[src/rtl/mac_switch_pkg.sv]
// Shared definitions for the mac_switch_np forwarding engine: header field
// offsets, FSM encoding, port-index width and the learn-table hash.
package mac_switch_pkg;

   localparam int MAC_W     = 48;
   localparam int DST_LSB   = 0;
   localparam int SRC_LSB   = 48;
   localparam int PORT_LSB  = 96;
   localparam int MCAST_BIT = 40;   // I/G bit of the first octet

   typedef enum logic [2:0] {
      S_IDLE,
      S_HDR,
      S_LKUP,
      S_WAIT,
      S_XFER,
      S_DROP
   } state_t;

   // Width of a port index; never narrower than one bit.
   function automatic int port_w(input int n);
      return (n > 2) ? $clog2(n) : 1;
   endfunction

   // XOR-fold of the MAC into aw-bit slices (top slice zero-padded).
   // Bits above aw in the result are always zero.
   function automatic logic [15:0] mac_hash(input logic [MAC_W-1:0] mac, input int aw);
      logic [15:0] h;
      logic [3:0]  idx;
      h = '0;
      for (int i = 0; i < MAC_W; i++) begin
         idx    = 4'(i % aw);
         h[idx] = h[idx] ^ mac[i];
      end
      return h;
   endfunction

endpackage

[src/rtl/mac_learn_table.sv]
// Direct-mapped MAC learn table: one asynchronous read port, one write port,
// per-entry valid bits. With MAC_AGING_EN defined, each entry also carries an
// active bit and a free-running counter expires entries not refreshed between
// two consecutive ticks.
module mac_learn_table
   import mac_switch_pkg::*;
#(
   parameter int AW        = 3,
   parameter int PW        = 2,
   parameter int AGE_TICKS = 100_000_000
) (
   input  logic             clk,
   input  logic             arst_n,
   input  logic [AW-1:0]    rd_addr,
   output logic             rd_valid,
   output logic [MAC_W-1:0] rd_mac,
   output logic [PW-1:0]    rd_port,
   input  logic             wr_en,
   input  logic [AW-1:0]    wr_addr,
   input  logic [MAC_W-1:0] wr_mac,
   input  logic [PW-1:0]    wr_port
);

   localparam int DEPTH = 1 << AW;

   logic [DEPTH-1:0][MAC_W-1:0] mac_q;
   logic [DEPTH-1:0][PW-1:0]    port_q;
   logic [DEPTH-1:0]            vld_q;
   logic [DEPTH-1:0]            wsel;

   assign wsel     = wr_en ? (DEPTH'(1) << wr_addr) : '0;
   assign rd_valid = vld_q[rd_addr];
   assign rd_mac   = mac_q[rd_addr];
   assign rd_port  = port_q[rd_addr];

   // Entry payload; meaningless until its valid bit is set, so no reset.
   always_ff @(posedge clk) begin
      for (int i = 0; i < DEPTH; i++) begin
         if (wsel[i]) begin
            mac_q[i]  <= wr_mac;
            port_q[i] <= wr_port;
         end
      end
   end

`ifdef MAC_AGING_EN
   localparam int CW = $clog2(AGE_TICKS + 1);

   logic [CW-1:0]    age_cnt;
   logic [DEPTH-1:0] act_q;
   logic             tick;

   assign tick = (age_cnt == CW'(AGE_TICKS - 1));

   // Free-running aging period counter.
   always_ff @(posedge clk or negedge arst_n) begin
      if (!arst_n)   age_cnt <= '0;
      else if (tick) age_cnt <= '0;
      else           age_cnt <= age_cnt + 1'b1;
   end

   // Tick expires idle entries; a learn in the same cycle keeps its entry alive.
   always_ff @(posedge clk or negedge arst_n) begin
      if (!arst_n) begin
         vld_q <= '0;
         act_q <= '0;
      end else if (tick) begin
         vld_q <= (vld_q & act_q) | wsel;
         act_q <= wsel;
      end else begin
         vld_q <= vld_q | wsel;
         act_q <= act_q | wsel;
      end
   end
`else
   localparam int UNUSED_AGE_TICKS = AGE_TICKS;

   // Entries stay valid until reset.
   always_ff @(posedge clk or negedge arst_n) begin
      if (!arst_n) vld_q <= '0;
      else         vld_q <= vld_q | wsel;
   end
`endif

endmodule

[src/rtl/mac_switch_np.sv]
// mac_switch_np: PORT_NUM-port L2 forwarding engine. Pops one header, learns
// the source MAC, looks up the destination and streams the body bytes to the
// selected TX FIFOs (or discards them). Optional aging: MAC_AGING_EN.
module mac_switch_np
   import mac_switch_pkg::*;
#(
   parameter int PORT_NUM       = 4,
   parameter int HEADER_DWIDTH  = 128,
   parameter int TABLE_ADDR_LEN = 3,
   parameter int AGE_TICKS      = 100_000_000
) (
   input  logic                     clk,
   input  logic                     arst_n,
   input  logic [HEADER_DWIDTH-1:0] h_fifo_dout,
   input  logic                     h_fifo_empty,
   output logic                     h_fifo_rden,
   input  logic [7:0]               b_fifo_dout,
   input  logic                     b_fifo_empty,
   input  logic                     b_fifo_del,
   output logic                     b_fifo_rden,
   output logic [7:0]               o_fifo_din,
   output logic                     o_fifo_del,
   input  logic [PORT_NUM-1:0]      o_fifo_afull,
   output logic [PORT_NUM-1:0]      o_fifo_wren,
   input  logic [PORT_NUM-1:0]      mask_port,
   output logic [15:0]              drop_cnt,
   output logic                     busy
);

   localparam int PW = port_w(PORT_NUM);
   localparam int HW = PORT_LSB + PW;
   localparam int AW = TABLE_ADDR_LEN;

   state_t              state_q, state_d;
   logic [HW-1:0]       hdr_q;
   logic [PORT_NUM-1:0] dest_q, dest_d;
   logic                rd_pend_q;
   logic [15:0]         drop_q;

   logic [MAC_W-1:0]    dst, src, rd_mac;
   logic [PW-1:0]       src_port, rd_port;
   logic [15:0]         dst_hf, src_hf;
   logic                rd_valid, hit, flood, hairpin, port_ok, learn, eof, wr_act;
   logic [PORT_NUM-1:0] src_oh, hit_oh;

   assign dst      = hdr_q[DST_LSB +: MAC_W];
   assign src      = hdr_q[SRC_LSB +: MAC_W];
   assign src_port = hdr_q[PORT_LSB +: PW];
   assign dst_hf   = mac_hash(dst, AW);
   assign src_hf   = mac_hash(src, AW);

   // Lookup and learn share the LKUP cycle; the write lands at the clock edge,
   // so a lookup hitting the same slot sees the old entry.
   assign port_ok = (int'(src_port) < PORT_NUM);
   assign learn   = (state_q == S_LKUP) && !src[MCAST_BIT] && port_ok;

   mac_learn_table #(
      .AW       (AW),
      .PW       (PW),
      .AGE_TICKS(AGE_TICKS)
   ) u_tbl (
      .clk     (clk),
      .arst_n  (arst_n),
      .rd_addr (dst_hf[AW-1:0]),
      .rd_valid(rd_valid),
      .rd_mac  (rd_mac),
      .rd_port (rd_port),
      .wr_en   (learn),
      .wr_addr (src_hf[AW-1:0]),
      .wr_mac  (src),
      .wr_port (src_port)
   );

   assign hit     = rd_valid && (rd_mac == dst);
   assign flood   = dst[MCAST_BIT] || !hit;
   assign hairpin = !flood && (rd_port == src_port);
   assign src_oh  = PORT_NUM'(1) << src_port;
   assign hit_oh  = PORT_NUM'(1) << rd_port;
   assign dest_d  = flood ? (~src_oh & ~mask_port) : (hit_oh & ~mask_port);

   // A body byte is on b_fifo_dout the cycle after its read; del marks the last.
   assign eof    = rd_pend_q && b_fifo_del;
   assign wr_act = rd_pend_q && (state_q == S_XFER);

   assign o_fifo_wren = wr_act ? dest_q : '0;
   assign o_fifo_din  = wr_act ? b_fifo_dout : 8'h00;
   assign o_fifo_del  = wr_act && b_fifo_del;
   assign drop_cnt    = drop_q;
   assign busy        = (state_q != S_IDLE);

   // Next state and FIFO read strobes; reads stop on the cycle del returns.
   always_comb begin
      state_d     = state_q;
      h_fifo_rden = 1'b0;
      b_fifo_rden = 1'b0;
      case (state_q)
         S_IDLE: begin
            if (!h_fifo_empty) begin
               h_fifo_rden = 1'b1;
               state_d     = S_HDR;
            end
         end
         S_HDR:  state_d = S_LKUP;
         S_LKUP: state_d = (dest_d == '0 || hairpin || !port_ok) ? S_DROP : S_WAIT;
         S_WAIT: begin
            if ((o_fifo_afull & dest_q) == '0) begin
               b_fifo_rden = !b_fifo_empty;
               state_d     = S_XFER;
            end
         end
         S_XFER, S_DROP: begin
            b_fifo_rden = !b_fifo_empty && !eof;
            if (eof) state_d = S_IDLE;
         end
         default: state_d = S_IDLE;
      endcase
   end

   // State, captured header, frame destination and pending-read flag.
   always_ff @(posedge clk or negedge arst_n) begin
      if (!arst_n) begin
         state_q   <= S_IDLE;
         hdr_q     <= '0;
         dest_q    <= '0;
         rd_pend_q <= 1'b0;
      end else begin
         state_q   <= state_d;
         rd_pend_q <= b_fifo_rden;
         if (state_q == S_HDR)  hdr_q  <= h_fifo_dout[HW-1:0];
         if (state_q == S_LKUP) dest_q <= dest_d;
      end
   end

   // Count discarded frames on their last byte; wraps naturally.
   always_ff @(posedge clk or negedge arst_n) begin
      if (!arst_n)                         drop_q <= '0;
      else if (state_q == S_DROP && eof)   drop_q <= drop_q + 16'd1;
   end

   logic unused_ok;
   assign unused_ok = ^{h_fifo_dout[HEADER_DWIDTH-1:HW], dst_hf[15:AW], src_hf[15:AW]};

endmodule

[config.mk]
export PLATFORM = sky130hd
export DESIGN_NAME = mac_switch_np
export DESIGN_NICKNAME = d
export VERILOG_FILES = /design/src/rtl/mac_switch_pkg.sv /design/src/rtl/mac_learn_table.sv /design/src/rtl/mac_switch_np.sv
export SDC_FILE = /design/constraint.sdc
export NUM_CORES = 1
export LEC_CHECK = 0
export BUFFER_PORTS_ARGS = -buffer_cell sky130_fd_sc_hd__buf_2
export CORE_ASPECT_RATIO = 1.75
export CORE_MARGIN = 2
export CORE_UTILIZATION = 60
export CTS_CLUSTER_SIZE = 20
export DETAILED_ROUTE_END_ITERATION = 12
export PLACE_DENSITY = 0.87
export SYNTH_ARGS = -nofsm -noshare
export SYNTH_HDL_FRONTEND = slang
export SYNTH_SLANG_ARGS = --single-unit
[constraint.sdc]
create_clock -name clk -period 4.8 [get_ports clk]
set_clock_uncertainty 0.1 [all_clocks]
set_input_delay 0.72 -clock clk [delete_from_list [all_inputs] [get_ports clk]]
set_output_delay 0.72 -clock clk [all_outputs]
set_load 0.005 [all_outputs]
## After elaboration in Yosys (flattened, before gate mapping)

Index checks and enable logic that the tools add are counted.

- Reduce and logical (&&, ||, !) cells: 21
- Muxes and demuxes: 19
- Shift operators: 3
- Div/mod/pow operators: 0
- Bitwise logic cells: 96
- Multiply operators: 0
- $add $sub $neg: 1
- Magnitude comparators: 1
- Equal/unequal tests: 10

Operators with widths:

| kind | count |
|---|---|
| 48-bit binary-select mux with 3-bit select | 1 |
| 1-bit bitwise XOR | 90 |
| 48-bit equality test | 1 |
| 48-bit two-way mux | 1 |
| 16-bit by 1-bit adder with 16-bit output, second input constant | 1 |
| 8-bit two-way mux | 2 |
| 3-bit case mux with 5 select lines | 1 |
| 4-bit bitwise AND | 3 |
| 3-bit two-way mux | 4 |
| 1-bit logical AND | 8 |
| 4-bit zero test | 2 |
| 4-bit two-way mux | 2 |
| 4-bit NOT | 2 |
| 8-bit OR | 1 |
| 1-bit by 2-bit left shift with 4-bit output, first input constant | 2 |
| 1-bit by 3-bit left shift with 8-bit output, first input constant | 1 |
| 2-bit binary-select mux with 3-bit select | 1 |
| 3-bit by 2-bit equality test with 1-bit output, second input constant | 2 |
| 3-bit equality test, second input constant | 2 |
| 2-bit != test, second input constant | 3 |
| 1-bit zero test | 5 |
| 3-bit by 4-bit less-than comparator with 1-bit output, second input constant | 1 |
| 1-bit two-way mux | 4 |
| 1-bit binary-select mux with 3-bit select | 1 |
| other kinds (9) | 10 |

- Memory bits (read-only): 0
- Memories kept: 0
- Logic and storage cells: 173
- Input port bits: 149
- Output and inout port bits: 32
- Latch bits: 0
- Memory bits (writable): 0
- Register bits: 530

## Longest topological paths before layout

- Word-level depth: 26
- Gate-level depth with buffers: 17
- Mapped depth without buffers: 12

## Hierarchy

A second synthesis with hierarchy kept.

- Cells, all modules: 1,116
- Area, all modules: 21,684.5 µm²

Modules (own cells, without submodules):

| module | area each (µm²) | sequential area each (µm²) | cells each | times used |
|---|---|---|---|---|
| mac_learn_table | 15,412.3 | 12,211.7 | 613 | 1 |
| mac_switch_np | 6,272.3 | 3,052.9 | 503 | 1 |

## Least setup slack after synthesis

No wires, ideal clock.

- Path kind: register to register
- Start point: register hdr_q[7]
- End point: register state_q[1]
- Slack: 702 ps
- Data required time: 4,632 ps
- Setup time: 68 ps
- Cell stages (with the launch flop): 15
- Clock period less this slack: 4,098 ps
- Path buffers: 3
- Data arrival time: 3,929 ps
- Path through: dfrtp_1 -> xor2_1 -> xnor2_1 -> xnor2_2 -> xnor2_2 -> buf_2 -> buf_2 -> buf_4 -> mux4_2 -> mux2i_1 -> mux2_2 -> a21oi_1 -> nand2_1 -> or3_1 -> nand3_1

- Cells in the longest elaborated chain, start to end: 25
- Elaborated cells on any way between the ends: 34
- Those cells by class: 2 x eq/ne; 1 x shift; 9 x mux; 15 x bitwise; 7 x reduce/logical

RTL lines:

| what | line | source |
|---|---|---|
| start: declaration | mac_switch_np.sv:35 | `logic [HW-1:0] hdr_q;` |
| start signal: assignment | mac_switch_np.sv:129 | `if (state_q == S_HDR) hdr_q <= h_fifo_dout[HW-1:0];` |
| 1-bit bitwise XOR (14 in series) | mac_switch_pkg.sv:33 | `h[idx] = h[idx] ^ mac[i];` |
| 48-bit binary-select mux with 3-bit select | mac_learn_table.sv:33 | `assign rd_mac = mac_q[rd_addr];` |
| 48-bit two-way mux (implied by the code) | mac_learn_table.sv:33 |  |
| 48-bit equality test | mac_switch_np.sv:74 | `assign hit = rd_valid && (rd_mac == dst);` |
| 1-bit logical AND | mac_switch_np.sv:74 |  |
| 1-bit zero test | mac_switch_np.sv:75 | `assign flood = dst[MCAST_BIT] \|\| !hit;` |
| 1-bit logical OR | mac_switch_np.sv:75 |  |
| 4-bit two-way mux / 1-bit zero test (equally long branches) | mac_switch_np.sv:79, mac_switch_np.sv:76 |  |
| 4-bit zero test / 1-bit logical AND (equally long branches) | mac_switch_np.sv:104, mac_switch_np.sv:76 |  |
| 1-bit logical OR (*) | mac_switch_np.sv:104 | `S_LKUP: state_d = (dest_d == '0 \|\| hairpin \|\| !port_ok) ? S_DROP : S_WAIT;` |
| 3-bit two-way mux (*) | mac_switch_np.sv:104 |  |
| 3-bit case mux with 5 select lines (*) | mac_switch_np.sv:96 | `case (state_q)` |
| end signal: assignment | mac_switch_np.sv:127 | `state_q <= state_d;` |
| end: declaration | mac_switch_np.sv:34 | `state_t state_q, state_d;` |

Mark *: on every way between the ends. The rest lies on a longest branch, timed or not. The select of a mux whose other input is x is not followed.
A chain may end at the register's enable or synchronous reset.

## Worst setup path after layout

- Start point: register hdr_q[5]
- End point: register dest_q[2]

- Cells in the longest elaborated chain, start to end: 22
- Elaborated cells on any way between the ends: 28
- Those cells by class: 1 x eq/ne; 1 x shift; 7 x mux; 16 x bitwise; 3 x reduce/logical

RTL lines:

| what | line | source |
|---|---|---|
| 1-bit bitwise XOR (15 in series) | mac_switch_pkg.sv:33 |  |
| 48-bit binary-select mux with 3-bit select | mac_learn_table.sv:33 |  |
| 48-bit two-way mux (implied by the code) | mac_learn_table.sv:33 |  |
| 48-bit equality test | mac_switch_np.sv:74 |  |
| 1-bit logical AND | mac_switch_np.sv:74 |  |
| 1-bit zero test | mac_switch_np.sv:75 |  |
| 1-bit logical OR | mac_switch_np.sv:75 |  |
| 4-bit two-way mux (*) | mac_switch_np.sv:79 | `assign dest_d = flood ? (~src_oh & ~mask_port) : (hit_oh & ~mask_port);` |
| end signal: assignment | mac_switch_np.sv:130 | `if (state_q == S_LKUP) dest_q <= dest_d;` |
| end: declaration | mac_switch_np.sv:36 | `logic [PORT_NUM-1:0] dest_q, dest_d;` |

Marked as above.

==> impl_results.md <==
- DR WL met3: 3170 µm
- CTS buffer count: between 40 and 50
- Clock slew at reported path FFs: around 0.07 ns
- Reg2reg setup slack: approximately 0.13 ns
- Share of the synthesized area in the top cell type: 0.547
- Port Buffers: 150
- Worst-Margin Slew: roughly 0.99 ns
- First-pass GRT wire length: ~77000 µm
- H-tree levels: 2
- Largest net degree at the start of global routing: 93
- Leading area contributor after synthesis: edfxtp_1
- Met2 routed WL: between 20000 and 30000 µm
- Drt total wl: ~51000 µm
- CP Data Required Time: approximately 5.2 ns
- Syn_area_per_cell: ~17 µm²
- Critical-path cell list: xnor2_1 -> xnor2_1 -> xnor2_1 -> xnor2_2 -> buf_12 -> buf_4 -> mux2i_1 -> a22oi_1 -> a21o_1 -> a211oi_1 -> nand4_1 -> or4_4 -> or4_1 -> a31oi_1
- CTS sink count: 530
- Via count: between 10000 and 15000
- End-of-flow core utilization: 0.703
- Netlist cell types: 47
- GRT Residual Overflow: 0
- Fin. Hold Viols: 0
- HPWL Detailed: 32300 µm
- Slew headroom: 0.340
- Die W: roughly 150 µm
- Hold WC Path Type: in2async
- Commonest non-fill, non-tap cells in the layout: edfxtp_1, buf_2, mux2i_1, dfrtp_1, xnor2_1
- # nets final: around 1700
- Startpoint types: register
- Number of max-cap violations: 0
- Minimum clock period: ~4.7 ns
- Top layer reached by signal wires: met4
- Hold buffers post-CTS: 0
- Initial Util: 0.609
- Most common cell after layout, fill and taps aside: edfxtp_1
- Routability cong.: ~0.81
- Pins over their slew limit: 0
- Gr usage total: 0.271
- CTS tree: built
- Synth warn: 0
- Routed Antenna Nets: 0
- Final setup violation count: 0
- Worst Path Arrival: approximately 5.1 ns
- Cells after Synth: 1300
- Fin crit share: 0.972
- P&R area growth vs syn: 15.4%
- Register area share after synthesis: 0.695
- CTS max path bufs: 3
- Die area: 38200 µm²
- Synthesized Nets: roughly 1500
- EDFF count, synth: 400
- Most used DFF post-synth: edfxtp_1
- Area of the multi-input gates: 6530 µm²
- Layout cells sized above 1: 0.293
- Num rows: slightly above 90
- Fin worst setup slack: 0.133 ns
- Area contributors post-synth: edfxtp_1, dfrtp_1, mux2i_1, mux2_2, xnor2_1
- 1st-iter DRT viols: between 1000 and 1500
- Post-Syn Area: 21900 µm²
- Post-synthesis register bit count: 530
- Clk Latency, worst-skew pair: ~0.57 ns
- Number of antenna violations at the first check in global routing: 0
- Critical Path Sink Type: register
- Die Y: about 260 µm
- DR DRC count: 0
- Area of the core: between 30000 and 40000 µm²
- Io pins: ~180
- Most used cell, CP: xnor2_1
- Via-to-Cell Ratio: around 6.2
- WL/cell: about 25 µm
- DR pass1 iterations: 5
- FF/Latch Area: about 15000 µm²
- Clock Tree Root: clkbuf_16
- Pre-CTS WS: -0.139 ns
- CP Class: reg2reg
- Antenna cells: 0
- Outcome: complete, no violations
- Filler cell count in the final layout: 2150
- Worst-path maximum fanout: 43
- Worst hold slack: ~0.13 ns
- M1 WL: 17900 µm
- Ys async rst share: 0.245
- Vias in the first global route: roughly 13000
- Slowest cell on crit path: or4_4
- CP max stage delay: 0.60 ns
- Fmax: 214 MHz
[worst paths after layout]
check	from	endpoint	depth (start not counted)
max reg2reg	hdr_q[5]	dest_q[2]	14
min	arst_n	hdr_q[60]	1
min in group clk	b_fifo_empty	rd_pend_q	2
max	hdr_q[5]	dest_q[2]	14
max in group asynchronous	arst_n	hdr_q[90]	2
min reg2reg	drop_cnt[15]	drop_cnt[15]	1
[synth_stat cells (5+ instances only)]
master    count
clkbuf_1     19
mux2i_1     146
nand3_1      10
or3_1         6
or2_2        10
nor2_1       29
buf_2        26
mux2_2       99
and3_1       23
nand2b_1      6
a22oi_1      61
dfrtp_1     130
edfxtp_1    400
and2_1       15
nand4_1      18
a21o_1        5
nand2_1      35
mux4_2       36
o22a_1       10
o21ai_0       9
xnor2_1     103
xor2_1       18
a21oi_1      32
nor3_1        5
[per-stage QoR]
| step | TNS (ns) | instances | instance area, µm² |
|---|---|---|---|
| finish | 0 | 2031 | 25300 |
| CTS | 0 | 2030 | 25300 |
| global placement | -0.0106 | 1942 | 23800 |
| detailed placement | -0.512 | 1942 | 23800 |
| floorplan | 0 | 1300 | 21900 |
| global route | -0.0835 | 2031 | 25300 |
[metal layers]
metal / GRT usage / up-vias
met5: 0 / -
met4: 0.155 / 0
met3: 0.0363 / 129
met2: 0.484 / 640
met1: 0.310 / 6424
li1: - / 5467
[state kept, by name, indices dropped and copies added, names as in the netlist]
signal and flops:
u_tbl.mac_q 384, rd_pend_q 1, state_q 3, u_tbl.port_q 16, dest_q 4, drop_cnt 16, hdr_q 98, u_tbl.vld_q 8
[worst max-delay path, delay by kind of cell (launching register included)]
family          cells  cell delay (ns)
simple gates        3             1.31
xor+xnor            4             0.99
compound gates      4             0.82
buf+inv             2             0.57
flops               1             0.48
mux                 1             0.25
[final cells by class]
cell class	count	area share
clock buffer	68	0.0509
clock inverter	17	0.00484
inverter	4	0.000593
multi-input combinational	714	0.258
sequential	530	0.603
tap	470	0.0232
timing repair buffer	228	0.0601
[cell families (layout without fill, tap and decap cells)]
group,Yosys count,count (layout),synth area share
DFF,530,530,0.695
xor gates and xnor gates,125,125,0.0512
adders and majority gates,1,1,0.000570
muxes,283,283,0.157
AOI/OAI and AO/OA,134,134,0.0422
buffers and inverters,56,317,0.0124
and+or+nand+nor,171,171,0.0413
[timing repair]
action	4_1_cts	5_1_grt
gates resized for setup	3	1
pin swaps	1	0
buffers inserted	3	0
endpoints found under the setup margin	5	3
gates cloned	0	1
Power is left out: the tool's default activity adds up to more than one toggle a clock period on the data nets, which glitch-free logic cannot reach.
